File: src/rtl/display_pkg.sv
`default_nettype none
// +--------------------------------------------------------------------------+
// | Module   : display_pkg                                                   |
// | Brief    : Shared constants, slot type and select-code helper for the    |
// |            3-digit display scan controller.                              |
// | Revision : 1.0                                                           |
// +--------------------------------------------------------------------------+
package display_pkg;

    localparam int BCD_W = 4;

    // Select codes are written as {SEL1, SEL0}.
    localparam logic [1:0] SLOT0_SEL = 2'b00;
    localparam logic [1:0] SLOT1_SEL = 2'b10;
    localparam logic [1:0] SLOT2_SEL = 2'b01;
    localparam logic [1:0] SEL_OFF   = 2'b11;

    typedef enum logic [1:0] {
        SLOT_0 = 2'd0,
        SLOT_1 = 2'd1,
        SLOT_2 = 2'd2
    } slot_t;

    function automatic logic [1:0] slot_sel(input slot_t s);
        case (s)
            SLOT_0:  return SLOT0_SEL;
            SLOT_1:  return SLOT1_SEL;
            SLOT_2:  return SLOT2_SEL;
            default: return SEL_OFF;
        endcase
    endfunction

endpackage
`default_nettype wire

File: src/rtl/display_prescaler.sv
`default_nettype none
// +--------------------------------------------------------------------------+
// | Module   : display_prescaler                                             |
// | Brief    : Refresh prescaler; TICK marks the last cycle of a digit slot. |
// | Revision : 1.0                                                           |
// +--------------------------------------------------------------------------+
module display_prescaler
    import display_pkg::*;
#(
    parameter int DIV   = 4,
    parameter int CNT_W = 16
) (
    input  logic CLK,
    input  logic RSTN,
    input  logic EN,
    output logic TICK
);

    localparam logic [CNT_W-1:0] c_last = CNT_W'(DIV - 1);
    localparam logic [CNT_W-1:0] c_one  = CNT_W'(1);

    logic [CNT_W-1:0] r_cnt;
    logic             w_wrap;

    assign w_wrap = (r_cnt == c_last);

    always_ff @(posedge CLK) begin
        if (!RSTN) begin
            r_cnt <= '0;
        end else if (EN) begin
            r_cnt <= w_wrap ? '0 : r_cnt + c_one;
        end
    end

    // Gated by reset so no slot advance is ever signalled while reset is held.
    assign TICK = RSTN && EN && w_wrap;

endmodule
`default_nettype wire

File: src/rtl/display_scanner.sv
`default_nettype none
// +--------------------------------------------------------------------------+
// | Module   : display_scanner                                               |
// | Brief    : Time-multiplexed scan controller for a 3-digit 7-segment      |
// |            display with double-buffered BCD digits. Optional leading-    |
// |            zero blanking is enabled by defining DISPLAY_BLANK_EN.        |
// | Revision : 1.0                                                           |
// +--------------------------------------------------------------------------+
module display_scanner
    import display_pkg::*;
#(
    parameter int DIV   = 4,
    parameter int CNT_W = 16
) (
    input  logic             CLK,
    input  logic             RSTN,
    input  logic             EN,
    input  logic             LOAD,
    input  logic [BCD_W-1:0] D0,
    input  logic [BCD_W-1:0] D1,
    input  logic [BCD_W-1:0] D2,
    output logic             SEL0,
    output logic             SEL1,
    output logic [BCD_W-1:0] DIGIT,
    output logic             TICK
);

    logic                  w_tick;
    slot_t                 r_slot;
    slot_t                 w_slot_next;
    logic [2:0][BCD_W-1:0] w_live;
    logic [2:0][BCD_W-1:0] r_shadow;
    logic [2:0][BCD_W-1:0] r_active;
    logic [2:0][BCD_W-1:0] w_active_next;
    logic                  r_pending;
    logic                  w_pending_next;
    logic [1:0]            r_sel;
    logic [1:0]            w_sel_next;
    logic [BCD_W-1:0]      r_digit;
    logic [BCD_W-1:0]      w_digit_next;

    display_prescaler #(
        .DIV   (DIV),
        .CNT_W (CNT_W)
    ) u_prescaler (
        .CLK  (CLK),
        .RSTN (RSTN),
        .EN   (EN),
        .TICK (w_tick)
    );

    assign w_live = {D2, D1, D0};

    always_ff @(posedge CLK) begin
        if (!RSTN) begin
            r_slot    <= SLOT_0;
            r_shadow  <= '0;
            r_active  <= '0;
            r_pending <= 1'b0;
            r_sel     <= SLOT0_SEL;
            r_digit   <= '0;
        end else begin
            r_slot    <= w_slot_next;
            r_active  <= w_active_next;
            r_pending <= w_pending_next;
            r_sel     <= w_sel_next;
            r_digit   <= w_digit_next;
            if (LOAD) begin
                r_shadow <= w_live;
            end
        end
    end

    // Everything that is displayed changes only on a slot boundary; the
    // registered outputs are computed from the post-tick slot and buffer.
    always_comb begin
        w_slot_next    = r_slot;
        w_active_next  = r_active;
        w_pending_next = r_pending;
        w_sel_next     = r_sel;
        w_digit_next   = r_digit;

        if (LOAD) begin
            w_pending_next = 1'b1;
        end

        if (w_tick) begin
            case (r_slot)
                SLOT_0:  w_slot_next = SLOT_1;
                SLOT_1:  w_slot_next = SLOT_2;
                default: w_slot_next = SLOT_0;
            endcase

            // A load landing on the boundary bypasses the shadow entirely.
            if (LOAD) begin
                w_active_next = w_live;
            end else if (r_pending) begin
                w_active_next = r_shadow;
            end
            w_pending_next = 1'b0;

            case (w_slot_next)
                SLOT_1:  w_digit_next = w_active_next[1];
                SLOT_2:  w_digit_next = w_active_next[2];
                default: w_digit_next = w_active_next[0];
            endcase

            w_sel_next = slot_sel(w_slot_next);
`ifdef DISPLAY_BLANK_EN
            if ((w_slot_next == SLOT_2) && (w_active_next[2] == '0)) begin
                w_sel_next = SEL_OFF;
            end
            if ((w_slot_next == SLOT_1) && (w_active_next[2] == '0) &&
                (w_active_next[1] == '0)) begin
                w_sel_next = SEL_OFF;
            end
`endif
        end
    end

    assign SEL1  = r_sel[1];
    assign SEL0  = r_sel[0];
    assign DIGIT = r_digit;
    assign TICK  = w_tick;

endmodule
`default_nettype wire

File: config.mk
export PLATFORM = sky130hd
export DESIGN_NAME = display_scanner
export DESIGN_NICKNAME = d
export VERILOG_FILES = /design/src/rtl/display_pkg.sv /design/src/rtl/display_prescaler.sv /design/src/rtl/display_scanner.sv
export SDC_FILE = /design/constraint.sdc
export NUM_CORES = 1
export LEC_CHECK = 0
export BUFFER_PORTS_ARGS = -buffer_cell sky130_fd_sc_hd__buf_2
export CAP_MARGIN = 30
export CORE_MARGIN = 3
export CORE_UTILIZATION = 50
export DETAILED_ROUTE_END_ITERATION = 10
export HOLD_SLACK_MARGIN = 0.02
export PLACE_DENSITY = 0.79
export SYNTH_ARGS = -nofsm -noshare
export SYNTH_HDL_FRONTEND = slang
export SYNTH_SLANG_ARGS = --single-unit
File: constraint.sdc
create_clock -name CLK -period 1.85 [get_ports CLK]
set_clock_uncertainty 0.05 [all_clocks]
set_input_delay 0.0925 -clock CLK [delete_from_list [all_inputs] [get_ports CLK]]
set_output_delay 0.0925 -clock CLK [all_outputs]
set_load 0.01 [all_outputs]
==> reports/metrics.csv <==
metric,value,unit
pwr-share-seq,54.4,%
timing.hold.ws,0.127,ns
max-vdd-ir-drop,0.546,mV
die_height,70.8,µm
grt_pass1_vias,1787,
drt_first_pass_iters,4,
drc,0,
grt_max_degree,26,
start_util,54.5,%
io_buffers,22,
power_density,732,nW/µm²
core_area,3850,µm²
cts_tree,done,
path_buf_inv,2,
place_inst,288,
die_w,70.8,µm
drt_iter0_markers,131,
dieArea,5020,µm²
syn_nets,234,
fillers,299,
power_frac_comb,10.6,%
worstMarginPinSlew,0.330,ns
rows,22,
status,"complete, no violations",
timing.final.crit_period,1.83,ns
syn_area_per_cell,9.69,µm²
ys_types,37,
ff_latch_area,952,µm²
p_int,1.44,mW
maxSlewViolCount,0,
synthTopCellsByArea,"dfxtp_1, mux2i_1, mux2_2, nor2_1, nand2_1",
yosysTopAreaCell,dfxtp_1,
hold_viol,0,
multi_input_area,1140,µm²
p_leak,1.10,nW
cts_made_buffers,5,
max_slew_margin,77.8,%
cts_root_buf,clkbuf_8,
postSynth.asyncResetShare,0,%
hpwl,2980,µm
synthTopCellsByCount,"dfxtp_1, nor2_1, mux2i_1",
postRouteWirelength,4830,µm
stdcell_count,314,
pwr-share-clk,35.0,%
p_sw,0.484,mW
num_antenna_cells,0,
total_power,1.93,mW
synth_edf_count,0,
ys_seq_area_share,44.8,%
grt_pass1_wl,8060,µm
cp_cell_sequence,"ha_2, and4bb_2, nand4_1, or2_4, inv_4, buf_2",
ant_nets,0,
fin_crit_sh,98.7,%
synth_top_area_share,44.8,%
cap_violations,0,
synth.cell_area,2100,µm²
switching_share,25.1,%
vias,1755,
grtUsageTotal,20.1,%
yosysMostFrequentCell,dfxtp_1,
syn_inst,217,
grt_overflow_total,0,
syn_to_final_growth,25.2,%
path_delay_family,simple AND/OR/NAND/NOR gates,
cp_slowest_cell,dfxtp_2,
fin_util,68.3,%
yosysWarnings,0,
worstSetupPathType,flop to output port,
synth_seq_cells,47,
wl_per_cell,15.4,µm
gp_congestion,0.804,
path_clk_slew,0.08,ns
fmax,548,MHz
cp-start-kind,flop,
vias_per_cell,5.59,
rsz0062_at_grt,yes,
clk_latency,0.31,ns
cpPeakStageDelay,0.34,ns
h-tree-depth,2,
nets,282,
cts_sinks,47,
antenna_found_initial,0,
path_max_fanout,2,
end_kind,output port,
cts.path.max_buffers,2,
crit_arrival,1.68,ns
min_path_type,input port to flop,
ioPinCount,23,
drive_gt1_share,29.3,%
setup_violations,0,
synth_flop_cell,dfxtp_1,
cp.required,1.71,ns
-- logic make-up after synthesis --
logic type / synth area share [%]
AO/OA/AOI/OAI: 9.82
XOR/XNOR: 4.58
adder cells (fa/ha/maj): 0.595
buffers and inverters: 3.04
flip-flops: 44.8
multiplexers: 18.3
AND/OR/NAND/NOR: 18.9
-- sequential cells by signal, indices dropped and copies added, names as in the netlist --
register           cells
r_slot                 2
r_shadow              12
u_prescaler.r_cnt     16
DIGIT                  4
r_pending              1
r_active              12
-- worst register-to-register path, stage by stage (launching register included) --
cell and delay, ns:
dfxtp_2 0.34, ha_2 0.17, and4bb_2 0.26, nand4_1 0.15, or2_4 0.29, buf_4 0.16, buf_4 0.16, o21ai_1 0.16
-- timing repair --
item	in CTS	in global routing
gates resized for setup	14	2
endpoints found under the setup margin	4	5
endpoints found under the hold margin	12	0
setup buffers	4	2
pin swaps	6	5
hold buffers	12	0
-- power groups by stage --
stage | logic [mW] | clock network [mW] | registers, mW
global route | 0.224 | 0.721 | 1.05
global placement | 0.174 | 0 | 1.07
detailed placement | 0.178 | 0 | 1.07
CTS | 0.201 | 0.672 | 1.05
finish | 0.204 | 0.675 | 1.05
floorplan | 0.115 | 0 | 1.07
-- cell usage in the layout (no fill, tap or decap), types with 3 or more instances in the layout --
master / Yosys / layout
mux2i_1: 25 / 25
dfxtp_1: 47 / 40
a22oi_1: 4 / 4
mux2_2: 12 / 12
clkbuf_8: 0 / 6
dlygate4sd3_1: 0 / 12
or3_1: 3 / 3
nor4_4: 0 / 3
xor2_1: 7 / 7
a21oi_1: 4 / 4
a32o_1: 4 / 4
o21ai_1: 12 / 12
buf_2: 6 / 22
nand2_1: 21 / 21
dfxtp_2: 0 / 6
nor2_1: 28 / 28
nand4_1: 7 / 7
xnor2_1: 4 / 4
buf_4: 1 / 15
o21ai_0: 3 / 3
-- final timing paths --
kind | cells past startpoint | slack [ns] | from | end
worst min-delay path | 3 | 0.13 | EN | u_prescaler.r_cnt[0]$_SDFFE_PN0P_
worst max-delay path | 6 | 0.02 | u_prescaler.r_cnt[0]$_SDFFE_PN0P_ | TICK
worst min register to register | 2 | 0.40 | r_active[7]$_SDFFE_PN0P_ | r_active[7]$_SDFFE_PN0P_
worst max register to register | 7 | 0.05 | u_prescaler.r_cnt[0]$_SDFFE_PN0P_ | r_active[6]$_SDFFE_PN0P_
-- layout make-up --
type | count | share of cell area, %
multi-input cells | 158 | 43.5
flip-flops and latches | 47 | 36.2
repair buffers | 50 | 13.8
clock buffers | 6 | 3.14
well taps | 48 | 2.28
clock inverters | 2 | 0.618
inverters | 3 | 0.523
-- through the flow --
stage               setup WS, ns  instance area [µm²]  setup TNS [ns]
finish                    0.0242                 2630               0
global route             -0.0305                 2630         -0.0337
CTS                       0.0200                 2620               0
detailed placement        0.0233                 2310               0
global placement           0.151                 2310               0
floorplan                  0.208                 2100               0
-- routing by layer --
| metal | wire [µm] | vias up | global-route usage (%) |
|---|---|---|---|
| met5 | 0 | - | 0 |
| met4 | 101 | 0 | 9.39 |
| met3 | 249 | 11 | 4.69 |
| met2 | 2310 | 59 | 32.3 |
| met1 | 2170 | 815 | 25.5 |
| li1 | - | 870 | - |
No activity file was read; power rests on OpenSTA's default activity.
